**src/rtl/aspect_supervisor_if.sv**
```systemverilog
// Cab-signal bus between the aspect receiver / driver desk and the supervisor.
// The master drives the aspects and the acknowledge, and the supervisor returns the enforcement outputs.
interface aspect_supervisor_if;
  logic [1:0] aspect;
  logic       aspect_stb;
  logic       ack;
  logic [7:0] speed_lim;
  logic       brake;
  logic       alarm;
  logic       spad;
  logic [1:0] cur_aspect;

  modport master (
    output aspect, aspect_stb, ack,
    input  speed_lim, brake, alarm, spad, cur_aspect
  );

  modport slave (
    input  aspect, aspect_stb, ack,
    output speed_lim, brake, alarm, spad, cur_aspect
  );
endinterface

```
**src/rtl/aspect_supervisor.sv**
```systemverilog
// On-board aspect supervisor: enforces trackside aspects with speed limits,
// driver-ack supervision for restrictive aspects, and an absorbing SPAD trip.
//
// state   | meaning
// --------+---------------------------------------------------------------
// S_HOLD  | after reset, no aspect seen yet; brake applied
// S_RUN   | proceeding under green or acknowledged restrictive aspect
// S_WARN  | restrictive aspect awaiting driver ack; cnt counts the wait
// S_BRAKE | ack was late; brake held until a green (or red) strobe
// S_TRIP  | red passed; everything frozen until reset
module aspect_supervisor #(
  parameter int unsigned ACK_TIMEOUT = 20,
  parameter logic [7:0]  SPD_G       = 8'd120,
  parameter logic [7:0]  SPD_Y       = 8'd80,
  parameter logic [7:0]  SPD_YY      = 8'd40
) (
  input logic                clk,
  input logic                clr_n,
  aspect_supervisor_if.slave bus
);

  typedef enum logic [2:0] {
    S_HOLD,
    S_RUN,
    S_WARN,
    S_BRAKE,
    S_TRIP
  } state_t;

  localparam logic [1:0] ASP_R  = 2'd0;
  localparam logic [1:0] ASP_YY = 2'd1;
  localparam logic [1:0] ASP_Y  = 2'd2;
  localparam logic [1:0] ASP_G  = 2'd3;

  localparam logic [7:0] CNT_LAST = 8'(ACK_TIMEOUT - 1);

  state_t     state_q, state_d;
  logic [7:0] cnt_q, cnt_d;
  logic [7:0] speed_lim_q, speed_lim_d;
  logic       brake_q, brake_d;
  logic       alarm_q, alarm_d;
  logic       spad_q, spad_d;
  logic [1:0] cur_aspect_q, cur_aspect_d;

  logic [7:0] restrict_lim;

  // Only the two restrictive aspects reach this lookup.
  assign restrict_lim = (bus.aspect == ASP_Y) ? SPD_Y : SPD_YY;

  always_comb begin
    state_d      = state_q;
    cnt_d        = cnt_q;
    speed_lim_d  = speed_lim_q;
    brake_d      = brake_q;
    alarm_d      = alarm_q;
    spad_d       = spad_q;
    cur_aspect_d = cur_aspect_q;

    if (state_q == S_TRIP) begin
      state_d     = S_TRIP;
      speed_lim_d = 8'd0;
      brake_d     = 1'b1;
      alarm_d     = 1'b1;
      spad_d      = 1'b1;
      cnt_d       = 8'd0;
    end else if (bus.aspect_stb) begin
      cur_aspect_d = bus.aspect;
      cnt_d        = 8'd0;
      case (bus.aspect)
        ASP_R: begin
          state_d     = S_TRIP;
          speed_lim_d = 8'd0;
          brake_d     = 1'b1;
          alarm_d     = 1'b1;
          spad_d      = 1'b1;
        end
        ASP_G: begin
          state_d     = S_RUN;
          speed_lim_d = SPD_G;
          brake_d     = 1'b0;
          alarm_d     = 1'b0;
        end
        default: begin
          speed_lim_d = restrict_lim;
          // A late-ack brake is not released by a further restrictive aspect.
          if (state_q != S_BRAKE) begin
            state_d = S_WARN;
            brake_d = 1'b0;
            alarm_d = 1'b1;
          end
        end
      endcase
    end else if (state_q == S_WARN) begin
      if (bus.ack) begin
        state_d = S_RUN;
        alarm_d = 1'b0;
        cnt_d   = 8'd0;
      end else if (cnt_q == CNT_LAST) begin
        state_d = S_BRAKE;
        brake_d = 1'b1;
        cnt_d   = 8'd0;
      end else begin
        cnt_d = cnt_q + 8'd1;
      end
    end else begin
      cnt_d = 8'd0;
    end
  end

  always_ff @(posedge clk) begin
    if (!clr_n) begin
      state_q      <= S_HOLD;
      cnt_q        <= 8'd0;
      speed_lim_q  <= 8'd0;
      brake_q      <= 1'b1;
      alarm_q      <= 1'b0;
      spad_q       <= 1'b0;
      cur_aspect_q <= ASP_R;
    end else begin
      state_q      <= state_d;
      cnt_q        <= cnt_d;
      speed_lim_q  <= speed_lim_d;
      brake_q      <= brake_d;
      alarm_q      <= alarm_d;
      spad_q       <= spad_d;
      cur_aspect_q <= cur_aspect_d;
    end
  end

  assign bus.speed_lim  = speed_lim_q;
  assign bus.brake      = brake_q;
  assign bus.alarm      = alarm_q;
  assign bus.spad       = spad_q;
  assign bus.cur_aspect = cur_aspect_q;

endmodule

```
**src/flat_wrapper.sv**
```systemverilog
// flat-port wrapper written by rule: the top's interface ports become plain ports
module aspect_supervisor_flat 
#(
  parameter int unsigned ACK_TIMEOUT = 20,
  parameter logic [7:0]  SPD_G       = 8'd120,
  parameter logic [7:0]  SPD_Y       = 8'd80,
  parameter logic [7:0]  SPD_YY      = 8'd40
)
  (clk, clr_n, bus_aspect, bus_aspect_stb, bus_ack, bus_speed_lim, bus_brake, bus_alarm, bus_spad, bus_cur_aspect);
  aspect_supervisor_if bus_i ();
  input logic clk;
  input logic clr_n;
  input wire logic [$bits(bus_i.aspect)-1:0] bus_aspect;
  input wire logic [$bits(bus_i.aspect_stb)-1:0] bus_aspect_stb;
  input wire logic [$bits(bus_i.ack)-1:0] bus_ack;
  output wire logic [$bits(bus_i.speed_lim)-1:0] bus_speed_lim;
  output wire logic [$bits(bus_i.brake)-1:0] bus_brake;
  output wire logic [$bits(bus_i.alarm)-1:0] bus_alarm;
  output wire logic [$bits(bus_i.spad)-1:0] bus_spad;
  output wire logic [$bits(bus_i.cur_aspect)-1:0] bus_cur_aspect;
  assign bus_i.aspect = bus_aspect;
  assign bus_i.aspect_stb = bus_aspect_stb;
  assign bus_i.ack = bus_ack;
  assign bus_speed_lim = bus_i.speed_lim;
  assign bus_brake = bus_i.brake;
  assign bus_alarm = bus_i.alarm;
  assign bus_spad = bus_i.spad;
  assign bus_cur_aspect = bus_i.cur_aspect;
  aspect_supervisor #(.ACK_TIMEOUT(ACK_TIMEOUT), .SPD_G(SPD_G), .SPD_Y(SPD_Y), .SPD_YY(SPD_YY)) u_core (.clk(clk), .clr_n(clr_n), .bus(bus_i));
endmodule
```
**config.mk**
```make
export PLATFORM = sky130hd
export DESIGN_NAME = aspect_supervisor_flat
export DESIGN_NICKNAME = d
export VERILOG_FILES = /design/src/rtl/aspect_supervisor_if.sv /design/src/rtl/aspect_supervisor.sv /design/src/flat_wrapper.sv
export SDC_FILE = /design/constraint.sdc
export NUM_CORES = 1
export LEC_CHECK = 0
export BUFFER_PORTS_ARGS = -buffer_cell sky130_fd_sc_hd__clkbuf_2
export CAP_MARGIN = 10
export CORE_UTILIZATION = 45
export CTS_BUF_LIST = sky130_fd_sc_hd__clkbuf_4
export CTS_CLUSTER_DIAMETER = 30
export CTS_CLUSTER_SIZE = 8
export DETAILED_ROUTE_END_ITERATION = 6
export PLACE_DENSITY = 0.7
export SLEW_MARGIN = 20
export SYNTH_ARGS = -nofsm -noshare
export SYNTH_HDL_FRONTEND = slang
export SYNTH_SLANG_ARGS = --single-unit
```
**constraint.sdc**
```tcl
create_clock -name clk -period 1.81 [get_ports clk]
set_input_delay 0.362 -clock clk [delete_from_list [all_inputs] [get_ports clk]]
set_output_delay 0.362 -clock clk [all_outputs]
set_load 0.02 [all_outputs]
```
# Word-level counts from Yosys, hierarchy flattened
# Index checks and enable logic that the tools add are counted.
[word_totals] regBits=24 input_bits=6 elab_cells=62
[op_classes] add_sub_neg=1 n_eq_ne=9 mux=24 bitwise=3 n_reduce_logical=17
[op_table] operator="$mux W3" n=6
[op_table] operator="$pmux W8 S2" n=1
[op_table] operator="$mux W1" n=13
[op_table] operator="$reduce_and A3 Y1" n=3
[op_table] operator="$reduce_bool A3 Y1" n=3
[op_table] operator="$add A8 B1 Y8 const B" n=1
[op_table] operator="$eq A8 B5 Y1 const B" n=1
[op_table] operator="$reduce_bool A2 Y1" n=4
[op_table] operator="$mux W7" n=1
[op_table] operator="$pmux W3 S2" n=1
[op_table] operator="$reduce_or A6 Y1" n=1
[op_table] operator="$ne A5 B1 Y1 const B" n=1
[op_table] operator="$eq A2 B2 Y1 const B" n=2
[op_table] operator="$ne A4 B1 Y1 const B" n=1
[op_table] operator="$pmux W1 S2" n=2
[op_table] operator="$reduce_and A2 Y1" n=2
[op_table] operator="$reduce_and A4 Y1" n=1
[op_table] operator="$reduce_bool A4 Y1" n=1
[op_table] operator="$eq A3 B2 Y1 const B" n=1
[op_table] operator="$eq A3 B3 Y1 const B" n=1
[op_table] operator="$ne A3 B2 Y1 const B" n=1
[op_table] operator="$not A1 Y1" n=3
[op_table] operator="$logic_not A2 Y1" n=1
[op_table] operator="$ne A2 B2 Y1 const B" n=1
[op_table] operator="$reduce_or A2 Y1" n=1

# Depth between registers and ports, before layout
# Gate-level depths: netlist of run 1.
[depth] word_depth=6 mapped_depth=6 ltp_nobuf=6

# Worst setup path before layout of run 1
# Ideal clock, no wire load.
[synth_path] path_type="input -> register" from="in bus_aspect[0]" to="reg u_core.state_q[0]" setup_ps=118 arrival_time_ps=1586 required_ps=1692 slack_ps=106 cell_stages=6 path_buffers=0 cell_sequence="inv_1 -> ha_1 -> or4b_4 -> a21oi_1 -> nor2_1 -> o2111a_1"
[synth_between] elab_chain_cells=3 elab_cells_between_ends=6 classes_between="eq/ne (2); mux (2); reduce/logical (2)"
[synth_rtl] element="start: declaration" line_no="flat_wrapper.sv:13" source="input wire logic [$bits(bus_i.aspect)-1:0] bus_aspect;"
[synth_rtl] element="$eq A2 B2 Y1 or $logic_not A2 Y1 (tied branches)" line_no="aspect_supervisor.sv:69" source="case (bus.aspect)"
[synth_rtl] element="$ne A4 B1 Y1 (no source line) or $pmux W3 S2 (tied branches)"
[synth_rtl] element="$reduce_and A3 Y1 (no source line) or $mux W3 (tied branches)"
[synth_rtl] element="end signal: assignment" line_no="aspect_supervisor.sv:120" source="state_q <= state_d;"
[synth_rtl] element="end: declaration" line_no="aspect_supervisor.sv:37" source="state_t state_q, state_d;"
# Parallel ways exist; a longest one is shown, timed or not.
# A chain may end at the register's enable or synchronous reset.

# Worst setup path after layout of run 1
[layout_path] from="in bus_aspect[0]" to="reg u_core.state_q[1]"
# Same word-level chain as after synthesis.

==> reports/qor.txt, run 1 <==
VDD IR-drop max -> 0.000483 V
final worst path period share -> 0.867
power per cell area -> 746 mW/mm^2
kind of critical path -> in2reg
post-route worst hold slack -> 331 ps
most frequent standard cell in the layout excluding fill and tap cells -> sky130_fd_sc_hd__dfxtp_1
number of gates resized after CTS -> 0
global-route congestion overflow total -> 0
clock tree from TritonCTS -> yes
final RePlAce weighted congestion -> 0.816
overall via count from detail_route -> 773
fill count -> 201
maximum count of clock buffers along a single path -> 2
# Max-Cap Violations -> 0
CP endpoint kind -> register
Total Routed Length -> 1.75 mm
post-synth top area share -> 0.384
fmax -> 637 MHz
final-report max-slew violation count -> 0
overall die height -> 47.7 um
crit path DAT -> 1760 ps
Finished Core Util -> 0.533
beginning of the worst hold path -> bus_aspect[0]
P_leak -> 0.452 nW
later-pin clock latency in the skew report -> 290 ps
launch instance of the worst register-to-register path -> u_core.state_q[2]
clock-pin slew reported for the worst setup and hold paths after clock tree synthesis -> 100 ps
area growth from synthesis to final layout -> 11.5%
cell-by-cell listing of the critical path -> clkbuf_2 > ha_1 > or4b_4 > a21oi_1 > nor2_1 > o2111a_1
pin count of the biggest net entering global routing -> 16
depth of the CTS H-tree -> 1
final count of negative-setup-slack endpoints -> 0
slowest stage delay, CP -> 540 ps
cells after synthesis -> 108
CP required -> 2000 ps
cell class contributing the biggest share of worst-path delay -> simple AND/OR/NAND/NOR gates
startpoint kind of the worst setup timing path -> input port
share of post-route cells with drive strength above 1 -> 0.208
unrepaired setup endpoints after global routing -> false
Yosys Warn Count -> 0
TNS Setup -> 0 ps
Detailed Place HPWL -> 1.37 mm
NumNets Final -> 137
remaining antenna violation count after routing -> 0
total inserted antenna cells -> 0
setup slack of the critical path after layout -> 240 ps
post-synthesis average cell area -> 8.69 sq um
number of library cell types mapped by synthesis -> 33
standard-cell rows -> 16
Final Total Pwr -> 0.781 mW
DRC violations left -> 0
Worst Path Buf+Inv -> 1
Post-CTS Setup Inserts -> 0
leading cell types by total area after synthesis -> sky130_fd_sc_hd__dfxtp_1 38%, sky130_fd_sc_hd__nor2_1 6.8%, sky130_fd_sc_hd__ha_1 6.7%
CTS Hold Bufs -> 0
Starting Density -> 0.478
Max Fanout on Critical Path -> 5
Clk Tree Root Cell -> sky130_fd_sc_hd__clkbuf_4
die outline width -> 47.7 um
outcome -> complete, no violations
area of the placeable core -> 0.00196 sq mm
leading cell types in the layout, fill and taps excluded -> 18 x sky130_fd_sc_hd__dfxtp_1, 17 x sky130_fd_sc_hd__nor2_1, 14 x sky130_fd_sc_hd__clkbuf_2, 9 x sky130_fd_sc_hd__nand2_1, 7 x sky130_fd_sc_hd__nand3_1
I/O pin count -> 19
area of the multi-input gates -> 499 sq um
global-route wire length before repair -> 2.93 mm
slowest library cell on the worst path -> sky130_fd_sc_hd__or4b_4
most area-hungry cell type in the Yosys netlist -> sky130_fd_sc_hd__dfxtp_1
fraction of the yosys area taken by sequential cells -> 0.384
number of global-route vias before repair -> 711
Avg Vias per Cell -> 5.09
sink of the worst hold path -> u_core.bus.cur_aspect[0]
total track usage -> 0.185
synthesized flop and latch total -> 18
Setup Skew -> 3.49 ps
final number of hold-violating endpoints -> 0
post-synth design cell area -> 938 sq um
Setup Slack @ Placement -> -62.6 ps
number of cells traversed by the worst register-to-register path -> 4
Detailed Routing Iterations Pass 1 -> 4
quantity of I/O buffers inserted on ports -> 14
number of antenna violations at the first check in global routing -> 0
Hold Path Cell Cnt -> 3
end of the worst register-to-register path -> u_core.state_q[1]
number of DRC markers in iteration 0 -> 17
register area -> 360 sq um
worst min-delay path class -> in2reg
total clock buffers created by CTS -> 3
Register-to-Register Setup Slack -> 280 ps
count of clock tree sinks -> 18
routed length per placed instance -> 11.5 um
minimum period implied by the final worst setup slack -> 1570 ps
die footprint -> 0.00227 sq mm
## how the worst max path moves through the flow
stage                     cells past startpoint                 to            start
after floorplan                               6  u_core.state_q[0]    bus_aspect[0]
after global placement                        6  u_core.state_q[0]    bus_aspect[0]
after detailed placement                      7  u_core.state_q[0]    bus_aspect[0]
after CTS                                     7  u_core.state_q[1]    bus_aspect[0]
after global routing                          4    u_core.cnt_q[7]  u_core.cnt_q[4]
final                                         6  u_core.state_q[1]    bus_aspect[0]
## registers in the layout (all words and copies together) (netlist names)
register and flops:
u_core.cnt_q 8, u_core.state_q 3, u_core.bus.cur_aspect 2, u_core.bus.speed_lim 2, u_core.bus.alarm 1, u_core.bus.brake 1
u_core.bus.spad 1
## power breakdown
part	internal [mW]	switching [mW]
Clock	0.0802	0.123
Sequential	0.415	0.0156
Combinational	0.0586	0.0878
Total	0.554	0.227
## metal layers
metal	wire, um	part of all wire	global-route usage	up-vias
li1	-	-	-	392
met2	837	0.48	0.312	25
met3	103	0.059	0.0453	4
met1	788	0.45	0.216	352
met4	24	0.014	0.100	0
met5	0	0	0	-
## worst min-delay path: stages
cell	delay [ps]
sky130_fd_sc_hd__clkbuf_2	100
sky130_fd_sc_hd__nand3_1	60
sky130_fd_sc_hd__a21oi_1	50
## kinds of logic after synthesis
logic type      share of synthesized area
buf+inv                            0.0960
xor+xnor                           0.0560
mux                                0.0213
compound gates                      0.143
fa+ha+maj                          0.0667
simple gates                        0.229
other cells                       0.00400
flops                               0.384
## cell type report
cell class	count	share of cell area
multi-input cells	79	0.477
flip-flops and latches	18	0.344
repair buffers	19	0.103
well taps	27	0.0323
clock buffers	3	0.0215
inverters	5	0.0179
clock inverters	1	0.00359
## cells in the mapped netlist
master                     count
sky130_fd_sc_hd__dfxtp_1      18
sky130_fd_sc_hd__nor2_1       17
sky130_fd_sc_hd__nand2_1       9
sky130_fd_sc_hd__nand3_1       7
sky130_fd_sc_hd__a21oi_1       6
sky130_fd_sc_hd__buf_4         6
sky130_fd_sc_hd__ha_1          5
sky130_fd_sc_hd__inv_1         5
sky130_fd_sc_hd__xnor2_1       4
sky130_fd_sc_hd__o21ai_0       3
sky130_fd_sc_hd__a21o_1        2
sky130_fd_sc_hd__buf_6         2
sky130_fd_sc_hd__mux2i_1       2
sky130_fd_sc_hd__o2111a_1      2
sky130_fd_sc_hd__xor2_1        2
sky130_fd_sc_hd__a211oi_1      1
sky130_fd_sc_hd__a211oi_2      1
sky130_fd_sc_hd__a311oi_1      1
sky130_fd_sc_hd__a31oi_1       1
sky130_fd_sc_hd__and2b_1       1
sky130_fd_sc_hd__and3_1        1
sky130_fd_sc_hd__and4bb_2      1
sky130_fd_sc_hd__clkbuf_1      1
sky130_fd_sc_hd__conb_1        1
sky130_fd_sc_hd__nand2b_1      1
sky130_fd_sc_hd__nor2b_1       1
sky130_fd_sc_hd__nor3_1        1
sky130_fd_sc_hd__nor3b_1       1
sky130_fd_sc_hd__nor4b_1       1
sky130_fd_sc_hd__o21a_1        1
sky130_fd_sc_hd__o221ai_1      1
sky130_fd_sc_hd__or3b_2        1
sky130_fd_sc_hd__or4b_4        1
## per-stage QoR
step,std cells,area [sq um]
2_1_floorplan,111,950
3_3_place_gp,148,1020
3_5_place_dp,148,1020
4_1_cts,152,1050
5_1_grt,152,1050
6_report,152,1050
(Power assumes the default switching activity.)
==> run 2, diff against run 1 <==
--- a/config.mk
+++ b/config.mk
@@ -12,7 +12,7 @@
 export CTS_CLUSTER_DIAMETER = 30
 export CTS_CLUSTER_SIZE = 8
 export DETAILED_ROUTE_END_ITERATION = 6
-export PLACE_DENSITY = 0.7
+export PLACE_DENSITY = 0.74
 export SLEW_MARGIN = 20
 export SYNTH_ARGS = -nofsm -noshare
 export SYNTH_HDL_FRONTEND = slang
==> constraint.sdc (replaced) <==
create_clock -name clk -period 1.81 [get_ports clk]
set_input_delay 0.181 -clock clk [delete_from_list [all_inputs] [get_ports clk]]
set_output_delay 0.181 -clock clk [all_outputs]
set_load 0.02 [all_outputs]
==> reports/qor.txt, run 2 (same netlist as run 1, synthesis figures left out) <==
Internal Dissipation -> 0.548 mW (-1.0%)
Clk Tree Root Cell -> sky130_fd_sc_hd__clkbuf_4
count of clock tree sinks -> 18 (unchanged)
CP endpoint kind -> register
DRC violations left -> 0 (unchanged)
pin count of the biggest net entering global routing -> 19 (+3)
CP required -> 1990 ps (about the same)
number of cells traversed by the worst register-to-register path -> 4 (unchanged)
global-route wire length before repair -> 2.59 mm (-12%)
Register-to-Register Setup Slack -> 250 ps (-30 ps)
total track usage -> 0.170 (-0.0157)
kind of critical path -> reg2reg
# Max-Cap Violations -> 0 (unchanged)
Avg Vias per Cell -> 5.11 (+0.44%)
final-report max-slew violation count -> 0 (unchanged)
switching part of the total -> 0.289 (-0.00172)
placed instance count -> 144 (-2.7%)
number of DRC markers in iteration 0 -> 18 (+1)
final number of hold-violating endpoints -> 0 (unchanged)
final RePlAce weighted congestion -> 0.811 (-0.60%)
VDD IR-drop max -> 0.000675 V (+40%)
quantity of I/O buffers inserted on ports -> 14 (unchanged)
maximum count of clock buffers along a single path -> 2 (unchanged)
Detailed Routing Iterations Pass 1 -> 4 (unchanged)
TNS Setup -> 0 ps (unchanged)
remaining antenna violation count after routing -> 0 (unchanged)
NumNets Final -> 133 (-2.9%)
final worst path period share -> 0.860 (-0.00766)
number of gates resized after CTS -> 0 (unchanged)
number of global-route vias before repair -> 630 (-11%)
total clock buffers created by CTS -> 3 (unchanged)
startpoint kind of the worst setup timing path -> register
overall die height -> 47.7 um (unchanged)
crit path DAT -> 1740 ps (-20 ps)
Finished Core Util -> 0.518 (-0.0153)
net switching power -> 0.223 mW (-1.9%)
power per cell area -> 759 mW/mm^2 (+1.7%)
post-route worst hold slack -> 135 ps (-195 ps)
CTS Hold Bufs -> 0 (unchanged)
clock network fraction of design power -> 0.262 (about the same)
routed length per placed instance -> 10.8 um (-6.2%)
Detailed Place HPWL -> 1.24 mm (-9.9%)
largest register by flop count -> u_core.cnt_q
fmax -> 643 MHz (+0.89%)
Hold Path Cell Cnt -> 3 (unchanged)
share of post-route cells with drive strength above 1 -> 0.182 (-0.0262)
Total Routed Length -> 1.60 mm (-8.7%)
standard-cell rows -> 16 (unchanged)
P_leak -> 0.433 nW (-4.3%)
largest registers -> u_core.cnt_q x8, u_core.state_q x3
later-pin clock latency in the skew report -> 300 ps (about the same)
Setup Skew -> 14.4 ps (+10.9 ps)
outcome -> complete, no violations
I/O pin count -> 19 (unchanged)
Post-CTS Setup Inserts -> 0 (unchanged)
Max Fanout on Critical Path -> 6 (+1)
minimum period implied by the final worst setup slack -> 1560 ps (-13.9 ps)
unrepaired setup endpoints after global routing -> false
leading cell types in the layout, fill and taps excluded -> 18 x sky130_fd_sc_hd__dfxtp_1, 17 x sky130_fd_sc_hd__nor2_1, 14 x sky130_fd_sc_hd__clkbuf_2, 9 x sky130_fd_sc_hd__nand2_1, 7 x sky130_fd_sc_hd__nand3_1
overall via count from detail_route -> 756 (-2.2%)
total inserted antenna cells -> 0 (unchanged)
Starting Density -> 0.478 (unchanged)
final count of negative-setup-slack endpoints -> 0 (unchanged)
die outline width -> 47.7 um (unchanged)
most frequent standard cell in the layout excluding fill and tap cells -> sky130_fd_sc_hd__dfxtp_1
combinational fraction of design power -> 0.179 (-0.009)
portion of total power attributed to sequential cells -> 0.559 (+0.007)
die footprint -> 0.00227 sq mm (unchanged)
number of antenna violations at the first check in global routing -> 0 (unchanged)
clock tree from TritonCTS -> yes
area of the placeable core -> 0.00196 sq mm (unchanged)
depth of the CTS H-tree -> 1 (unchanged)
max reg flops -> 8 (unchanged)
global-route congestion overflow total -> 0 (unchanged)
worst min-delay path class -> in2reg
clock-pin slew reported for the worst setup and hold paths after clock tree synthesis -> 110 ps (about the same)
filler-free cell count of the finished design -> 148 (-2.6%)
area growth from synthesis to final layout -> 8.27%
Final Total Pwr -> 0.771 mW (-1.3%)
==> run 2: cell types whose count changed in the layout (fill, tap and decap cells not counted) <==
cell	delta
sky130_fd_sc_hd__buf_4	-4
==> run 2: layout make-up <==
class | count | area (sq um)
Clock buffer | 3 | 22.5
Inverter | 5 | 18.8
Sequential cell | 18 | 360
Timing Repair Buffer | 15 | 77.6
Fill cell | 204 | 946
Tap cell | 27 | 33.8
Clock inverter | 1 | 3.75
Multi-Input combinational cell | 79 | 499
==> run 2: power groups by stage <==
stage          Sequential [mW]  Combinational, mW  Clock, mW
2_1_floorplan            0.454             0.0992          0
3_3_place_gp             0.439              0.136          0
3_5_place_dp             0.440              0.138          0
4_1_cts                  0.431              0.138      0.212
5_1_grt                  0.436              0.153      0.229
6_report                 0.431              0.138      0.202
==> run 2: routing by layer <==
layer | share of wire | wire, um | track usage | up-vias
li1 | - | - | - | 385
met1 | 0.45 | 727 | 0.188 | 349
met2 | 0.49 | 777 | 0.290 | 20
met3 | 0.054 | 86 | 0.0679 | 2
met4 | 0.0062 | 10 | 0.0667 | 0
met5 | 0 | 0 | 0 | -
==> run 2: worst max-delay path, stage by stage, from the launching register on <==
cell and delay, ps:
sky130_fd_sc_hd__dfxtp_1 410, sky130_fd_sc_hd__or4b_4 490, sky130_fd_sc_hd__a21oi_1 210, sky130_fd_sc_hd__nor2_1 80
sky130_fd_sc_hd__o2111a_1 250
==> run 2: worst paths after layout <==
| kind | startpoint | end |
|---|---|---|
| max | u_core.state_q[1] | u_core.state_q[0] |
| min | bus_aspect[0] | u_core.bus.cur_aspect[0] |
| max reg2reg | u_core.state_q[1] | u_core.state_q[0] |
| min reg2reg | u_core.cnt_q[0] | u_core.cnt_q[0] |
==> run 2: metrics by stage <==
stage / instance area, sq um / worst slack [ps]
after floorplan: 950 / 287
after global placement: 990 / 123
after detailed placement: 990 / 59.9
after CTS: 1020 / 269
after global routing: 1020 / 125
final: 1020 / 254
